<file path="config.mk">
export PLATFORM = sky130hd
export DESIGN_NAME = debounce_multi
export DESIGN_NICKNAME = d
export VERILOG_FILES = /design/src/rtl/debounce_multi.sv
export SDC_FILE = /design/constraint.sdc
export NUM_CORES = 1
export LEC_CHECK = 0
export CELL_PAD_IN_SITES_DETAIL_PLACEMENT = 0
export CELL_PAD_IN_SITES_GLOBAL_PLACEMENT = 1
export CORE_AREA = 2 2 64 66
export DETAILED_ROUTE_END_ITERATION = 10
export DIE_AREA = 0 0 66 68
export PLACE_DENSITY = 0.61
export SYNTH_ARGS = -nofsm -noshare
export SYNTH_HDL_FRONTEND = slang
export SYNTH_SLANG_ARGS = --single-unit
export TNS_END_PERCENT = 5
</file>
<file path="constraint.sdc">
create_clock -name Clk -period 2.2 [get_ports Clk]
set_clock_uncertainty 0.2 [all_clocks]
set_input_delay 0.66 -clock Clk [delete_from_list [all_inputs] [get_ports Clk]]
set_output_delay 0.66 -clock Clk [all_outputs]
set_load 0.01 [all_outputs]
</file>
<file path="src/rtl/debounce_multi.sv">
// Multi-channel debouncer: 2-FF synchroniser, stability counter on a slow
// sample tick, registered level plus one-cycle rise/fall pulses per channel.
module debounce_multi #(
    parameter int                  CHANNELS   = 4,
    parameter int                  STABLE_CNT = 4,
    parameter logic [CHANNELS-1:0] INVERT     = {CHANNELS{1'b0}},
    parameter int                  CNT_W      = $clog2(STABLE_CNT)
) (
    input  logic                Clk,
    input  logic                reset_n,
    input  logic                tick_en,
    input  logic [CHANNELS-1:0] in_raw,
    output logic [CHANNELS-1:0] level,
    output logic [CHANNELS-1:0] rise,
    output logic [CHANNELS-1:0] fall,
    output logic                any_change
);

    localparam logic [CNT_W-1:0] LP_CNT_MAX = CNT_W'(STABLE_CNT - 1);

    logic [CHANNELS-1:0]            w_norm;
    logic [CHANNELS-1:0]            r_sync1;
    logic [CHANNELS-1:0]            r_sync2;
    logic [CHANNELS-1:0]            r_level;
    logic [CHANNELS-1:0]            r_rise;
    logic [CHANNELS-1:0]            r_fall;
    logic [CHANNELS-1:0][CNT_W-1:0] r_cnt;

    logic [CHANNELS-1:0]            w_mismatch;
    logic [CHANNELS-1:0]            w_commit;
    logic [CHANNELS-1:0][CNT_W-1:0] w_cnt_nxt;

    assign w_norm = in_raw ^ INVERT;

    always_ff @(posedge Clk or negedge reset_n) begin
        if (!reset_n) begin
            r_sync1 <= '0;
            r_sync2 <= '0;
        end else begin
            r_sync1 <= w_norm;
            r_sync2 <= r_sync1;
        end
    end

    // A channel's count only survives while the synced input disagrees
    // with the accepted level, so any glitch shorter than the window is lost.
    always_comb begin
        w_mismatch = r_sync2 ^ r_level;
        w_commit   = '0;
        w_cnt_nxt  = r_cnt;
        for (int i = 0; i < CHANNELS; i++) begin
            if (!w_mismatch[i]) begin
                w_cnt_nxt[i] = '0;
            end else if (tick_en) begin
                if (r_cnt[i] == LP_CNT_MAX) begin
                    w_commit[i]  = 1'b1;
                    w_cnt_nxt[i] = '0;
                end else begin
                    w_cnt_nxt[i] = r_cnt[i] + CNT_W'(1);
                end
            end
        end
    end

    always_ff @(posedge Clk or negedge reset_n) begin
        if (!reset_n) begin
            r_cnt   <= '0;
            r_level <= '0;
            r_rise  <= '0;
            r_fall  <= '0;
        end else begin
            r_cnt   <= w_cnt_nxt;
            r_level <= r_level ^ w_commit;
            r_rise  <= w_commit & r_sync2;
            r_fall  <= w_commit & ~r_sync2;
        end
    end

    assign level      = r_level;
    assign rise       = r_rise;
    assign fall       = r_fall;
    assign any_change = |(r_rise | r_fall);

endmodule

</file>
==> metrics.md <==
| Metric | Value |
|---|---|
| CTS resizes | `5` |
| First-pass GRT wire length | `2800 microns` |
| Antenna viol nets, final | `0` |
| Minimum clock period | `2.13 ns` |
| RSZ-0062 raised after global routing | `false` |
| Total power density per cell area | `1000 nW/um^2` |
| Commonest non-fill, non-tap cell in the layout | `dfrtp_1` |
| Max-slew headroom | `76.9%` |
| R2R Path Start | `r_cnt[2]` |
| Share of post-route cells with drive strength above 1 | `14.0%` |
| Routed len/inst | `11.4 microns` |
| Horiz. Die Dim | `66 microns` |
| Total Wirelength | `1710 microns` |
| Post-layout util | `36.7%` |
| Final setup TNS | `0 ns` |
| Post-Syn Area per Cell | `14.4 sq um` |
| VDD IR max | `565 uV` |
| Crit-path cells | `clkdlybuf4s50_1` |
| Synth Register Bits | `28` |
| Top Ports | `20` |
| Total global-route track usage | `8.51%` |
| Sw power | `0.401 mW` |
| Final Hold Viols | `0` |
| Finish-stage setup viols | `0` |
| Worst-Skew Late Latency | `0.27 ns` |
| Hold-fix buffers, CTS | `0` |
| MaxCap Viol Count | `0` |
| Crit Path Max Fanout | `5` |
| Worst path top cell family by delay | `buffers and inverters` |
| DR vias | `633` |
| Core ar. | `3860 sq um` |
| Netlist Area Pre-Place | `1090 sq um` |
| Design Area, Final | `1420 sq um` |
| CTS root buf | `clkbuf_8` |
| H-tree level count | `1` |
| Port buffer count | `19` |
| Slowest cell delay on critical path | `0.57 ns` |
| Req. time, crit path | `1.34 ns` |
| Clock sinks | `28` |
| ANT cells | `0` |
| Worst Setup End Kind | `primary output` |
| Worst endpoint data arrival time | `1.27 ns` |
| Switching Share | `28.3%` |
| Max Fclk | `0.470 GHz` |
| GRT overflow | `0` |
| Post-route DRC | `0` |
| Setup CP Type | `flop to primary output` |
| DP HPWL | `1230 microns` |
| Vias in the first global route | `646` |
| Worst Hold Class | `flop to flop` |
| Largest net degree at the start of global routing | `29` |
| Initial core utilization | `28.3%` |
| Post-Syn Instances | `76` |
| Final Hold Slack | `0.153 ns` |
| Site row count | `23` |
| Syn nets | `87` |
| Cell Area, Placed | `1370 sq um` |
| Setup Buffers After CTS | `0` |
| Gate power share | `27.3%` |
| RePlAce Congestion | `0.691` |
| Hold Startpoint | `r_sync1[2]` |
| Worst setup SP type | `flop` |
| Die height | `68 microns` |
| Sequential fraction of design power | `50.9%` |
| CTS clk-pin slew, worst paths | `0.09 ns` |
| Vias per inst | `4.22` |
| TritonCTS Buffers | `3` |
| DR iter-0 viols | `12` |
| Sequential-to-total area share from yosys stat | `64.2%` |
| Cells after DPL | `147` |
| Power share of the clock group | `21.8%` |
| Initial antenna violation count | `0` |
| LEAKAGE | `0.652 nW` |
| Synthesis-to-layout area growth | `29.8%` |
| CTS max path bufs | `2` |
| Least-Margin Pin Slew | `0.347 ns` |
| Status | `complete, no violations` |
| DRT Pass-1 Iters | `4` |
| Pins Over Slew Limit | `0` |
| Tcrit/Tclk final | `96.6%` |
| Nets | `112` |
| CTS tree | `built` |
| Synth Warn # | `0` |
| Critical path's slowest cell | `clkdlybuf4s50_1` |
| CP bufs+invs | `1` |
| Die area | `4490 sq um` |
| Pint | `1.02 mW` |
| Synth unique cells | `15` |
| Most frequent cells in the layout | `dfrtp_1, clkdlybuf4s50_1, nor3b_1` |
| Finished Layout Cells | `150` |
## synthesized netlist by cell type, drive strengths merged
cell type / number / area share (%)
a21oi: 4 / 1.8
buf: 1 / 1.0
dfrtp: 28 / 64
ha: 4 / 4.6
mux2: 4 / 4.8
mux2i: 4 / 3.7
nand2: 5 / 3.1
nand2b: 4 / 2.3
nor2: 4 / 1.4
nor3b: 8 / 5.5
nor4: 2 / 1.1
or3b: 4 / 3.2
xnor2: 4 / 3.2
## path summary, 6_finish.rpt
path                                              end  slack (ns)  cells after the start
setup / recovery                             level[1]        0.07                      1
min in group asynchronous  asynchronous set/reset pin        0.55                      2
setup reg to reg                             r_cnt[2]        0.75                      3
max in group asynchronous                    r_cnt[4]        0.99                      2
hold reg to reg                            r_sync2[2]        0.15                      0
hold / removal                             r_sync2[2]        0.15                      0
## cell families (layout without fill, tap and decap cells)
family	count (synthesis)	count (layout)	share of synthesized area, %
simple gates	27	27	16.6
fa+ha+maj	4	4	4.59
xor+xnor	4	4	3.21
compound gates	4	4	1.83
buf+inv	1	25	1.03
mux	8	8	8.49
flops	28	28	64.2
## power by group through the flow
stage                     combinational (mW)  sequential (mW)  clock (mW)
final                                  0.386            0.722       0.309
after global routing                   0.436            0.738       0.338
after CTS                              0.397            0.725       0.320
after detailed placement               0.393            0.732           0
after global placement                 0.378            0.724           0
after floorplan                        0.223            0.732           0
## per-layer routing
| layer | vias up | track usage (%) | routed length [microns] |
|---|---|---|---|
| li1 | 308 | - | - |
| met1 | 318 | 8.97 | 690 |
| met2 | 5 | 15.8 | 972 |
| met3 | 2 | 1.97 | 32 |
| met4 | 0 | 4.59 | 17 |
| met5 | - | 0 | 0 |
## through the flow
step / power [mW] / worst slack (ns)
floorplan: 0.955 / 0.562
global placement: 1.10 / -0.0815
detailed placement: 1.13 / -0.0676
CTS: 1.44 / 0.0601
global route: 1.51 / 0.0163
finish: 1.42 / 0.0745
## cell type report
cell class                      instances  area [sq um]
Fill cell                             380          2440
Sequential cell                        28           701
Multi-Input combinational cell         47           385
Timing Repair Buffer                   21           213
Tap cell                               50          62.6
Clock buffer                            4          55.1
No activity file was read; power rests on OpenSTA's default activity.
